`config.mk`:
```
export PLATFORM = sky130hd
export DESIGN_NAME = mm_fact_unit
export DESIGN_NICKNAME = d
export VERILOG_FILES = /design/src/rtl/mm_fact_unit.sv
export SDC_FILE = /design/constraint.sdc
export NUM_CORES = 1
export LEC_CHECK = 0
export BUFFER_PORTS_ARGS = -buffer_cell sky130_fd_sc_hd__buf_2
export CORE_MARGIN = 2
export CORE_UTILIZATION = 28
export DETAILED_ROUTE_END_ITERATION = 8
export GPL_ROUTABILITY_DRIVEN = 0
export HOLD_SLACK_MARGIN = 0.15
export SETUP_SLACK_MARGIN = 0.15
export SLEW_MARGIN = 30
export SYNTH_ARGS = -nofsm -noshare
export SYNTH_HDL_FRONTEND = slang
export SYNTH_SLANG_ARGS = --single-unit
```
`constraint.sdc`:
```
create_clock -name clk -period 12.1 [get_ports clk]
set_input_delay 0.605 -clock clk [delete_from_list [all_inputs] [get_ports clk]]
set_output_delay 0.605 -clock clk [all_outputs]
set_load 0.01 [all_outputs]
```
`src/rtl/mm_fact_unit.sv`:
```
// Memory-mapped factorial unit: software writes N and GO over the data bus,
// then polls STATUS and reads RESULT once the iterative multiply completes.
module mm_fact_unit #(
    parameter int unsigned MAX_N = 12
) (
    input  logic        clk,
    input  logic        rst,
    input  logic        we,
    input  logic [1:0]  a,
    input  logic [31:0] wd,
    output logic [31:0] rd
);

    typedef enum logic [1:0] {
        IDLE,
        LOAD,
        MULT,
        DONE
    } state_t;

    state_t      state;
    logic [3:0]  n;
    logic [3:0]  cnt;
    logic        go;
    logic        done;
    logic        err;
    logic [31:0] result;
    logic [31:0] prod;

    logic wr_n;
    logic wr_go;

    assign wr_n  = we && (a == 2'd0);
    assign wr_go = we && (a == 2'd1);

    always_ff @(posedge clk) begin
        if (rst) begin
            state  <= IDLE;
            n      <= 4'd0;
            go     <= 1'b0;
            done   <= 1'b0;
            err    <= 1'b0;
            result <= 32'd0;
            cnt    <= 4'd0;
            prod   <= 32'd0;
        end else begin
            // Clearing GO is always allowed; setting it only starts work from IDLE.
            if (wr_go && !wd[0])
                go <= 1'b0;
            case (state)
                IDLE: begin
                    if (wr_n)
                        n <= wd[3:0];
                    if (wr_go) begin
                        go <= wd[0];
                        if (wd[0]) begin
                            done  <= 1'b0;
                            err   <= 1'b0;
                            state <= LOAD;
                        end
                    end
                end
                LOAD: begin
                    cnt  <= n;
                    prod <= 32'd1;
                    if (32'(n) > MAX_N) begin
                        err    <= 1'b1;
                        done   <= 1'b1;
                        result <= 32'd0;
                        state  <= IDLE;
                    end else begin
                        state <= MULT;
                    end
                end
                MULT: begin
                    if (cnt <= 4'd1) begin
                        state <= DONE;
                    end else begin
                        prod <= prod * {28'd0, cnt};
                        cnt  <= cnt - 4'd1;
                    end
                end
                DONE: begin
                    result <= prod;
                    done   <= 1'b1;
                    state  <= IDLE;
                end
                default: state <= IDLE;
            endcase
        end
    end

    always_comb begin
        rd = 32'd0;
        case (a)
            2'd0:    rd = {28'd0, n};
            2'd1:    rd = {31'd0, go};
            2'd2:    rd = {30'd0, err, done};
            default: rd = result;
        endcase
    end

endmodule

```
Word-level counts from Yosys, hierarchy flattened

Index checks and enable logic that the tools add are counted.

Bits in registers: 77
Logic and storage cells: 58

Add/sub/neg operators: 1
Multipliers: 1
$lt $le $gt $ge: 2
Equal/unequal tests: 10
Multiplexer cells: 20
Reduce and logical (&&, ||, !) cells: 16

Operators by type and width:

| cell                                                                   | number |
|---|---|
| 32-bit case mux with 2 select lines                                    | 2 |
| 32-bit case mux with 3 select lines                                    | 1 |
| 32-bit two-way mux                                                     | 2 |
| 32-bit by 4-bit multiplier with 32-bit output                          | 1 |
| 2-bit inequality test (second input constant)                          | 5 |
| 2-bit two-way mux                                                      | 4 |
| 2-bit case mux with 4 select lines                                     | 1 |
| 4-bit case mux with 2 select lines                                     | 1 |
| 4-bit AND reduction                                                    | 2 |
| 2-bit == test (second input constant)                                  | 3 |
| 1-bit two-way mux                                                      | 6 |
| 2-bit AND reduction                                                    | 3 |
| 2-bit nonzero test                                                     | 3 |
| 2-bit by 1-bit == test with 1-bit output (second input constant)       | 2 |
| 4-bit > comparator (second input constant)                             | 1 |
| 4-bit by 1-bit <= comparator with 1-bit output (second input constant) | 1 |
| 2-bit zero test                                                        | 2 |
| 4-bit two-way mux                                                      | 1 |
| 4-bit by 1-bit subtractor with 4-bit output (second input constant)    | 1 |
| 1-bit logical AND                                                      | 3 |
| 1-bit case mux with 3 select lines                                     | 1 |
| 3-bit AND reduction                                                    | 1 |
| 3-bit nonzero test                                                     | 1 |
| 1-bit case mux with 2 select lines                                     | 1 |
| 1-bit zero test                                                        | 1 |

Longest topological paths before layout

Gate-level depths: netlist of the first run.

Depth after elaboration: 6
Depth in mapped cells: 16
Depth with buffers taken out: 13

Worst setup path after synthesis of the first run

Ideal clock, no wire load.

Path type: flip-flop to flip-flop
Start point: reg cnt[3]
End point: reg prod[25]
Library setup time: 0.117 ns
Data arrival time: 3.853 ns
Setup slack: 8.130 ns
Cell stages (with the launch flop): 17
Buffers on the path: 3
Period minus slack after synthesis: 3.970 ns
Cells stage by stage: dfxtp_1 -> clkbuf_1 -> clkbuf_1 -> and2_1 -> fa_1 -> inv_1 -> fa_1 -> inv_1 -> ha_1 -> clkbuf_1 -> o21ai_1 -> nor2_1 -> or4b_4 -> a31oi_4 -> a21boi_2 -> or3_1 -> a32o_1

Word-level cells in the longest chain between the ends: 3
Elaborated cells on any way between the ends: 6
Classes of those cells: 1 x mul; 1 x order compare; 1 x eq/ne; 2 x mux; 1 x reduce/logical

RTL lines:

| item                                                                                                            | line   | RTL |
|---|---|---|
| start, declared                                                                                                 | 23     | `logic [3:0] cnt;` |
| start signal, assigned                                                                                          | 64     | `cnt <= n;` |
| start signal, assigned                                                                                          | 80     | `cnt <= cnt - 4'd1;` |
| 32-bit by 4-bit multiplier with 32-bit output or 4-bit by 1-bit <= comparator with 1-bit output (tied branches) | 79, 76 |  |
| 32-bit two-way mux or 2-bit inequality test (tied branches)                                                     | n/a    |  |
| 32-bit case mux with 2 select lines or 2-bit AND reduction (tied branches)                                      | n/a    |  |
| end signal, assigned                                                                                            | 79     | `prod <= prod * {28'd0, cnt};` |
| end, declared                                                                                                   | 28     | `logic [31:0] prod;` |

Several ways; a longest one is shown, not always the timed one. The select of a mux whose other input is x is not followed.
A chain may end at the register's enable or synchronous reset.

Final worst setup path of the first run

Start point: reg cnt[1]
End point: reg prod[28]

The elaborated chain is that of the path after synthesis.

==> metrics, run 1 <==
core area=~0.024 mm^2; Detailed Routing Iterations Pass 1=6; Final Hold Slack=467 ps; power density normalized to cell area=71.6 mW/mm^2; total half-perimeter wirelength after legalization and detailed placement=12600 um; DR iter-0 viols=roughly 480; cell with the largest stage delay on the worst path=sky130_fd_sc_hd__dfxtp_1; run status=complete, no violations; routed wire length=17000 um; number of buffers created by CTS=9; Remaining Overflow, GRT=0; IR drop worst, VDD=approximately 0.000048 V; Layout Nets=989; cell internal pwr=0.000406 W; maximum level of the CTS H-tree=3; Post-Synthesis Cells=roughly 850; Place WS=around 7700 ps; count of final setup violators=0; warning count from the yosys run=0; post-CTS sizing=0; relative contribution of the clock network to total power=0.500; CP top delay family=adder cells; number of port buffers=40; Diodes inserted=0; synthesis-stage register bit count=77; required time of the critical path=about 12000 ps; vias in the first global route=between 5000 and 6000; number of hold buffers added after cts=0; Seq pwr share=0.467; clock latency reported for the late side of the worst-skew pair=340 ps; share of layout cells above drive strength 1=0.0912; Routed wire per std cell=~14 um; pin slew with the least headroom to its limit=909 ps; utilization of the core after routing=0.316; Lkg Pwr=about 3.6 nW; max-cap violation count=0; Avg Inst Size Synth=around 8.1 um^2; most frequently used flop master after synthesis=sky130_fd_sc_hd__dfxtp_1; Final Max Slew Viols=0; area of the die=~0.026 mm^2; pin count of the biggest net entering global routing=39; share of flip-flops with an asynchronous set or reset after synthesis=0; antenna violations before repair=0; share of the yosys chip area belonging to registers=0.224; commonest cells after routing, fill and taps aside=sky130_fd_sc_hd__inv_1 (114), sky130_fd_sc_hd__and2_1 (89), sky130_fd_sc_hd__nand2_1 (82); setup fix buffers added after clock tree synthesis=0; horizontal die dimension=161 um; commonest non-fill, non-tap cell in the layout=sky130_fd_sc_hd__inv_1; CTS tree=done; crit-path max cell delay=between 500 and 600 ps; distinct cell type count of the synthesized netlist=63; part of the power in combinational logic=0.033; DIE HEIGHT=roughly 160 um; standard-cell rows=57; number of flops mapped to enable cells by yosys=0; layout overhead on the synthesized area=11.2%; period utilization=0.363; gr usage total=0.138; category of the most critical setup path=reg -> reg; startpoint kind of the worst setup timing path=register; skew final=roughly 8.3 ps; highest net fanout along the worst path=25; number of vias after detailed routing=slightly below 6000; Syn Nets=between 900 and 1000; maximum clock frequency=around 230 MHz; unrepaired setup endpoints after global routing=no; vias per cell=~4.9; root buffer selected by CTS=sky130_fd_sc_hd__clkbuf_16; cell repeated most along the worst path=sky130_fd_sc_hd__fa_1; final setup TNS=0 ps; power spent charging and discharging nets=between 0.0001 and 0.00015 W; count of endpoints failing hold in the final timing report=0; clock period minus worst slack=4390 ps; worst path setup slack after routing=roughly 7700 ps; first-pass GRT wire length=29700 um; normalized max-slew margin=0.392; ordered list of cells on the worst path=buf_4, nand2_1, fa_1, fa_1, inv_1, fa_1, a211oi_2, o21bai_1, a21o_1, nand4_1, a211oi_1, or4_1, a32o_1; I/O pin count=69; clk sinks=between 70 and 80; arrival time at the worst endpoint=about 4600 ps; Buf/Inv on CP=2; synthesized area=approximately 0.0069 mm^2; hold crit path type=reg -> reg; starting density of the core=0.284; Worst-path clk slew=about 70 ps; switching power share of the total=0.261; endpoint type of the worst setup path=register; count of unresolved DRC violations after routing=0; largest buffer count on any clock path=2; remaining antenna violation count=0
## sequential cells by signal, indices dropped and copies added (netlist names), named ones only
| register | flops |
|---|---|
| cnt | 4 |
| state | 1 |
| n | 4 |
| prod | 32 |
| result | 32 |
| done | 1 |
| err | 1 |
## worst paths after layout
check	from	endpoint	slack, ps	depth (start not counted)
setup reg to reg	cnt[1]$_SDFFE_PP0P_	prod[28]$_SDFFE_PP0P_	7710	13
hold / removal	result[17]$_SDFFE_PP0P_	result[17]$_SDFFE_PP0P_	470	1
hold reg to reg	result[17]$_SDFFE_PP0P_	result[17]$_SDFFE_PP0P_	470	1
setup / recovery	cnt[1]$_SDFFE_PP0P_	prod[28]$_SDFFE_PP0P_	7710	13
## cells by family (layout without fill, tap and decap cells)
| group | after synthesis | count (layout) | share of synthesized area |
|---|---|---|---|
| buffers and inverters | 163 | 175 | 0.0902 |
| multiplexers | 6 | 6 | 0.0107 |
| adder cells (fa/ha/maj) | 92 | 92 | 0.229 |
| XOR/XNOR | 24 | 24 | 0.0305 |
| flip-flops | 77 | 77 | 0.224 |
| AND/OR/NAND/NOR | 300 | 300 | 0.224 |
| AO/OA/AOI/OAI | 192 | 192 | 0.192 |
## synthesized netlist by cell type, drive strengths merged, types with 3 or more instances
| master | n | area share |
|---|---|---|
| clkbuf | 45 | 0.025 |
| nand2b | 3 | 0.0027 |
| and2 | 89 | 0.081 |
| nor3 | 13 | 0.0094 |
| a22o | 29 | 0.037 |
| inv | 114 | 0.062 |
| or3 | 3 | 0.0027 |
| a32o | 3 | 0.0044 |
| mux2i | 4 | 0.0058 |
| a211oi | 7 | 0.0091 |
| o21bai | 5 | 0.0054 |
| o31ai | 3 | 0.0033 |
| nor2b | 3 | 0.0027 |
| nand2 | 82 | 0.045 |
| or2 | 3 | 0.0027 |
| a31oi | 5 | 0.0067 |
| buf | 4 | 0.0036 |
| nand3 | 21 | 0.015 |
| dfxtp | 77 | 0.22 |
| o21ai | 36 | 0.026 |
| nor2 | 39 | 0.021 |
| a21o | 18 | 0.020 |
| nand4 | 9 | 0.0082 |
| xnor2 | 17 | 0.022 |
| a22oi | 10 | 0.011 |
| xor2 | 7 | 0.0089 |
| ha | 34 | 0.062 |
| fa | 57 | 0.17 |
| a21oi | 53 | 0.038 |
| and3 | 30 | 0.027 |
## area by class of cell
class,instances,area (um^2)
clock buffers,9,225
multi-input cells,614,4750
fillers,2595,16600
inverters,114,428
flip-flops and latches,77,1540
clock inverters,7,75.1
well taps,324,405
repair buffers,45,238
## power by group through the flow
stage | sequential, W | clock (W) | combinational, W
after floorplan | 0.000261 | 0 | 0.0000127
after global placement | 0.000262 | 0 | 0.0000177
after detailed placement | 0.000262 | 0 | 0.0000181
after CTS | 0.000256 | 0.000279 | 0.0000182
after global routing | 0.000256 | 0.000292 | 0.0000203
final | 0.000256 | 0.000275 | 0.0000183
## metal layers
layer	wire, um	up-vias	GRT usage
met5	0	-	0
met4	168	0	0.0337
met3	616	9	0.0152
met2	7680	127	0.221
met1	8510	2859	0.198
li1	-	2868	-
## metrics by stage
stage | power, W | instance area, um^2 | cells
6_report | 0.000549 | 7660 | 1190
5_1_grt | 0.000568 | 7660 | 1190
4_1_cts | 0.000553 | 7660 | 1190
3_5_place_dp | 0.000280 | 7360 | 1174
3_3_place_gp | 0.000280 | 7350 | 1174
2_1_floorplan | 0.000274 | 6890 | 854
Note: power is estimated with default switching activity, not from simulation.
==> run 2, diff against run 1 <==
--- a/config.mk
+++ b/config.mk
@@ -5,6 +5,7 @@
 export SDC_FILE = /design/constraint.sdc
 export NUM_CORES = 1
 export LEC_CHECK = 0
+export ABC_AREA = 1
 export BUFFER_PORTS_ARGS = -buffer_cell sky130_fd_sc_hd__buf_2
 export CORE_MARGIN = 2
 export CORE_UTILIZATION = 28
==> constraint.sdc (replaced) <==
create_clock -name clk -period 3.7 [get_ports clk]
set_input_delay 0.185 -clock clk [delete_from_list [all_inputs] [get_ports clk]]
set_output_delay 0.185 -clock clk [all_outputs]
set_load 0.01 [all_outputs]
==> run 2 against run 1 <==
Compared with the run above:
- fmax rose by 31%
- combinational power rose to 5.0 times the previous value
- sequential share of layout area shrank 2.3 points
- global-route usage rose by 1.4 points
- clock skew is 0.94 ps lower
- count of clock-buffer cells in the layout up 2
- utilization is 0.70 points higher
- critical path type unchanged
==> metrics, run 2 <==
library cell with the highest instance count after synthesis=sky130_fd_sc_hd__nand2_1; most area-hungry cell type in the Yosys netlist=sky130_fd_sc_hd__dfxtp_1; number of flops mapped to enable cells by yosys=0; Layout Nets=~1400; worst path setup slack after routing=around 350 ps; Detailed Routing Iterations Pass 1=6; top cell type's share of synthesized area=0.202; most frequently used flop master after synthesis=sky130_fd_sc_hd__dfxtp_1; required time of the critical path=approximately 4000 ps; Worst-path clk slew=approximately 60 ps; most numerous cell types in the synthesized netlist=sky130_fd_sc_hd__nand2_1 (400), sky130_fd_sc_hd__inv_1 (337), sky130_fd_sc_hd__a21oi_1 (77), sky130_fd_sc_hd__dfxtp_1 (77), sky130_fd_sc_hd__nor2_1 (72); Final Max Slew Viols=0; IR drop worst, VDD=between 0.0002 and 0.00025 V; clock period minus worst slack=roughly 3400 ps; remaining antenna violation count=0; DR iter-0 viols=around 490; arrival time at the worst endpoint=3560 ps; skew final=approximately 7.4 ps; layout overhead on the synthesized area=13.6%; power density normalized to cell area=between 200 and 250 mW/mm^2; pin count of the biggest net entering global routing=47; Final Non-Filler Cells=around 1600; Filler cells=2980; standard-cell rows=60; synthesized area=roughly 0.0076 mm^2; Final Hold Slack=between 150 and 200 ps; placed cell count=1611; routed wire length=~21000 um; share of flip-flops with an asynchronous set or reset after synthesis=0; ordered list of cells on the worst path=buf_12, nand2_1, inv_1, fa_1, inv_1, fa_1, inv_1, ha_1, nand2_1, inv_1, nand2_1, nor3_1, nand3_1, nand3_1, nand2_1, nand3_1, a21oi_1; Routed wire per std cell=12.8 um; normalized max-slew margin=0.419; vias per cell=between 4 and 5; Post-Synthesis Cells=about 1300; startpoint kind of the worst setup timing path=register; antenna violations before repair=0; crit-path max cell delay=530 ps; first-pass GRT wire length=35000 um; maximum clock frequency=between 200 and 300 MHz; Lkg Pwr=4.83 nW; vias in the first global route=around 7000; run status=complete, no violations; setup fix buffers added after clock tree synthesis=0; starting density of the core=0.284; synthesis-stage register bit count=slightly below 80; Syn Nets=roughly 1400; Remaining Overflow, GRT=0; endpoint type of the worst setup path=register; share of the yosys chip area belonging to registers=0.202; registers with the highest flip-flop counts=prod x32, result x32; CTS tree=done; clock latency reported for the late side of the worst-skew pair=350 ps; horizontal die dimension=between 150 and 200 um; number of port buffers=40; most area-consuming cells after synthesis=sky130_fd_sc_hd__dfxtp_1 (20%), sky130_fd_sc_hd__nand2_1 (20%), sky130_fd_sc_hd__inv_1 (17%), sky130_fd_sc_hd__fa_1 (15%), sky130_fd_sc_hd__ha_1 (5.6%); number of vias after detailed routing=between 7000 and 8000; warning count from the yosys run=0; cell with the largest stage delay on the worst path=sky130_fd_sc_hd__fa_1; distinct cell type count of the synthesized netlist=31; area of the die=between 0.02 and 0.03 mm^2; footprint of the flip-flops and latches=0.00154 mm^2; number of buffers created by CTS=9; path depth of the worst reg2reg path=17; hold crit path type=in -> reg; final setup TNS=0 ps; clk sinks=77; area of combinational cells with multiple inputs=between 0.004 and 0.005 mm^2; DIE HEIGHT=169 um; commonest non-fill, non-tap cell in the layout=sky130_fd_sc_hd__nand2_1; maximum level of the CTS H-tree=3; I/O pin count=69; gr usage total=0.151; pin slew with the least headroom to its limit=869 ps; core area=roughly 0.027 mm^2; max-cap violation count=0; Diodes inserted=0; root buffer selected by CTS=sky130_fd_sc_hd__clkbuf_16; highest net fanout along the worst path=33; count of endpoints failing hold in the final timing report=0; total half-perimeter wirelength after legalization and detailed placement=approximately 16000 um; share of layout cells above drive strength 1=0.0745; period utilization=0.905; Avg Inst Size Synth=around 6.1 um^2; largest buffer count on any clock path=2; count of final setup violators=0; category of the most critical setup path=reg -> reg; Place WS=between 200 and 300 ps; unrepaired setup endpoints after global routing=yes; worst hold path cell count=3; count of unresolved DRC violations after routing=0; commonest cells after routing, fill and taps aside=sky130_fd_sc_hd__nand2_1 (396), sky130_fd_sc_hd__inv_1 (337), sky130_fd_sc_hd__dfxtp_1 (77)
[run 2: layer usage]
metal	wire, um	global-route usage
met1	9820	0.200
met3	778	0.0224
met2	9960	0.263
met4	263	0.0304
met5	0	0
[run 2: cells by family (layout without fill, tap and decap cells)]
family,count (synthesis),in the layout,synth area share
simple gates,570,570,0.301
buf+inv,376,411,0.187
compound gates,135,135,0.0977
fa+ha+maj,91,91,0.206
flops,77,77,0.202
xor+xnor,5,5,0.00575
[run 2: critical path, delay by kind of cell, from the launching register on]
kind	cells	cell delay, ps
adders and majority gates	3	1420
AOI/OAI and AO/OA	1	80
buffers and inverters	5	410
and+or+nand+nor	8	970
DFF	1	320
[run 2: stage by stage]
stage / util / cell area [um^2] / power, W
finish: 0.323 / 8660 / 0.00187
global route: 0.323 / 8660 / 0.00193
CTS: 0.320 / 8580 / 0.00189
detailed placement: 0.308 / 8240 / 0.000952
global placement: 0.308 / 8240 / 0.000950
floorplan: - / 7620 / 0.000917
[run 2: layout make-up]
cell class,count,share of cell area
tap,341,0.0493
multi-input combinational,801,0.547
sequential,77,0.178
timing repair buffer,57,0.0445
clock inverter,5,0.00679
clock buffer,11,0.0280
inverter,338,0.147
[run 2: path summary, 6_finish.rpt]
kind	startpoint	end	slack, ps
max	cnt[3]$_SDFFE_PP0P_	prod[25]$_SDFFE_PP0P_	350
min	wd[0]	register	190
max reg2reg	cnt[3]$_SDFFE_PP0P_	prod[25]$_SDFFE_PP0P_	350
min reg2reg	result[7]$_SDFFE_PP0P_	result[7]$_SDFFE_PP0P_	460
[run 2: repair_timing]
item,in CTS,in global routing
hold buffers,3,0
resized for setup,0,21
hold endpoints to repair,3,0
endpoints found under the setup margin,0,17
[run 2: where the power goes]
group / leakage (nW) / internal [W] / switching, W
Combinational: 4.07 / 0.0000255 / 0.0000665
Clock: 0.142 / 0.000543 / 0.000391
Sequential: 0.621 / 0.000835 / 0.00000785
==> run 3, diff against run 2 <==
--- a/config.mk
+++ b/config.mk
@@ -9,6 +9,7 @@
 export BUFFER_PORTS_ARGS = -buffer_cell sky130_fd_sc_hd__buf_2
 export CORE_MARGIN = 2
 export CORE_UTILIZATION = 28
+export CTS_BUF_LIST = sky130_fd_sc_hd__clkbuf_4 sky130_fd_sc_hd__clkbuf_8 sky130_fd_sc_hd__clkbuf_16
 export DETAILED_ROUTE_END_ITERATION = 8
 export GPL_ROUTABILITY_DRIVEN = 0
 export HOLD_SLACK_MARGIN = 0.15
==> run 3 against run 2 <==
Compared with the run above:
- clock power up 1%
- combinational power about the same
- die area unchanged
- global-route usage unchanged
- hold slack about the same
- critical path depth unchanged
- routed wire length up 0.22%
- sequential share of layout area about the same
- via count up 0.29%
- critical path type unchanged
- critical endpoint unchanged
- largest power group unchanged
==> metrics, run 3 (synthesized netlist as in run 2, its figures left out) <==
Final Non-Filler Cells=around 1600; number of buffers created by CTS=9; Diodes inserted=0; arrival time at the worst endpoint=~3600 ps; Final Hold Slack=around 190 ps; Seq pwr share=0.448; count of final setup violators=0; unrepaired setup endpoints after global routing=yes; maximum level of the CTS H-tree=3; remaining antenna violation count=0; IR drop worst, VDD=around 0.00021 V; ordered list of cells on the worst path=buf_12, nand2_1, inv_1, fa_1, inv_1, fa_1, inv_1, ha_1, nand2_1, inv_1, nand2_1, nor3_1, nand3_1, nand3_1, nand2_1, nand3_1, a21oi_1; registers with the highest flip-flop counts=prod x32, result x32; switching power share of the total=0.250; power density normalized to cell area=between 200 and 250 mW/mm^2; total half-perimeter wirelength after legalization and detailed placement=16000 um; DIE HEIGHT=between 150 and 200 um; relative contribution of the clock network to total power=0.503; commonest cells after routing, fill and taps aside=sky130_fd_sc_hd__nand2_1 (396), sky130_fd_sc_hd__inv_1 (337), sky130_fd_sc_hd__dfxtp_1 (77); run status=complete, no violations; starting density of the core=0.284; vias in the first global route=between 7000 and 8000; Place WS=262 ps; final setup TNS=0 ps; normalized max-slew margin=0.419; Filler cells=around 3000; endpoint type of the worst setup path=register; Layout Nets=around 1400; required time of the critical path=between 3000 and 4000 ps; vias per cell=4.51; first-pass GRT wire length=around 35000 um; area of combinational cells with multiple inputs=approximately 0.0047 mm^2; count of unresolved DRC violations after routing=0; Detailed Routing Iterations Pass 1=6; Lkg Pwr=a little under 5 nW; antenna violations before repair=0; clock period minus worst slack=3350 ps; Remaining Overflow, GRT=0; root buffer selected by CTS=sky130_fd_sc_hd__clkbuf_16; placed cell count=about 1600; setup fix buffers added after clock tree synthesis=0; hold crit path type=in -> reg; Worst-path clk slew=approximately 70 ps; category of the most critical setup path=reg -> reg; worst path setup slack after routing=~350 ps; standard-cell rows=60; gr usage total=0.151; part of the power in combinational logic=0.049; I/O pin count=69; layout overhead on the synthesized area=13.7%; cell with the largest stage delay on the worst path=sky130_fd_sc_hd__fa_1; footprint of the flip-flops and latches=about 0.0015 mm^2; skew final=roughly 8 ps; max-cap violation count=0; pin slew with the least headroom to its limit=around 870 ps; highest net fanout along the worst path=33; number of vias after detailed routing=about 7400; share of layout cells above drive strength 1=0.0753; pin count of the biggest net entering global routing=between 40 and 50; DR iter-0 viols=488; area of the die=0.0285 mm^2; count of endpoints failing hold in the final timing report=0; power spent charging and discharging nets=around 0.00047 W; largest buffer count on any clock path=2; startpoint kind of the worst setup timing path=register; Routed wire per std cell=roughly 13 um; maximum clock frequency=298 MHz; number of port buffers=40; clk sinks=77; horizontal die dimension=between 150 and 200 um; crit-path max cell delay=approximately 530 ps; commonest non-fill, non-tap cell in the layout=sky130_fd_sc_hd__nand2_1; core area=0.0268 mm^2; clock latency reported for the late side of the worst-skew pair=350 ps; CTS tree=done; period utilization=0.906; Final Max Slew Viols=0; routed wire length=roughly 21000 um; cell internal pwr=approximately 0.0014 W
[run 3: area by class of cell]
type,count,share of cell area
multi-input cells,801,0.547
clock buffers,11,0.0285
clock inverters,5,0.00679
repair buffers,57,0.0445
flip-flops and latches,77,0.178
well taps,341,0.0493
inverters,338,0.146
[run 3: metal layers]
layer  track usage  wire [um]
met5             0          0
met4        0.0304        252
met3        0.0224        747
met2         0.263       9990
met1         0.200       9870
[run 3: critical path, delay by kind of cell, from the launching register on]
| kind | cells | cell delay (ps) |
|---|---|---|
| AOI/OAI and AO/OA | 1 | 80 |
| adders and majority gates | 3 | 1420 |
| buffers and inverters | 5 | 410 |
| DFF | 1 | 320 |
| and+or+nand+nor | 8 | 970 |
[run 3: per-stage QoR]
step | instance area (um^2) | power, W | util
4_1_cts | 8580 | 0.00190 | 0.320
5_1_grt | 8660 | 0.00193 | 0.323
2_1_floorplan | 7620 | 0.000917 | -
3_5_place_dp | 8240 | 0.000952 | 0.308
3_3_place_gp | 8240 | 0.000950 | 0.308
6_report | 8660 | 0.00188 | 0.323
[run 3: power groups by stage]
stage / combinational (W) / sequential (W) / clock [W]
final: 0.0000921 / 0.000843 / 0.000946
after detailed placement: 0.0000899 / 0.000862 / 0
after global routing: 0.000102 / 0.000843 / 0.000989
after CTS: 0.0000928 / 0.000843 / 0.000963
after global placement: 0.0000888 / 0.000862 / 0
after floorplan: 0.0000603 / 0.000857 / 0
[run 3: path summary, 6_finish.rpt]
| check | from | to | slack (ps) | depth (start not counted) |
|---|---|---|---|---|
| min | wd[0] | register | 190 | 3 |
| min reg2reg | result[7]$_SDFFE_PP0P_ | result[7]$_SDFFE_PP0P_ | 460 | 2 |
| max | cnt[3]$_SDFFE_PP0P_ | prod[25]$_SDFFE_PP0P_ | 350 | 17 |
| max reg2reg | cnt[3]$_SDFFE_PP0P_ | prod[25]$_SDFFE_PP0P_ | 350 | 17 |
[run 3: timing repair]
item                       4_1_cts  5_1_grt
setup endpoints to repair        0       17
gates resized for setup          0       21
hold buffers                     3        0
hold endpoints to repair         3        0
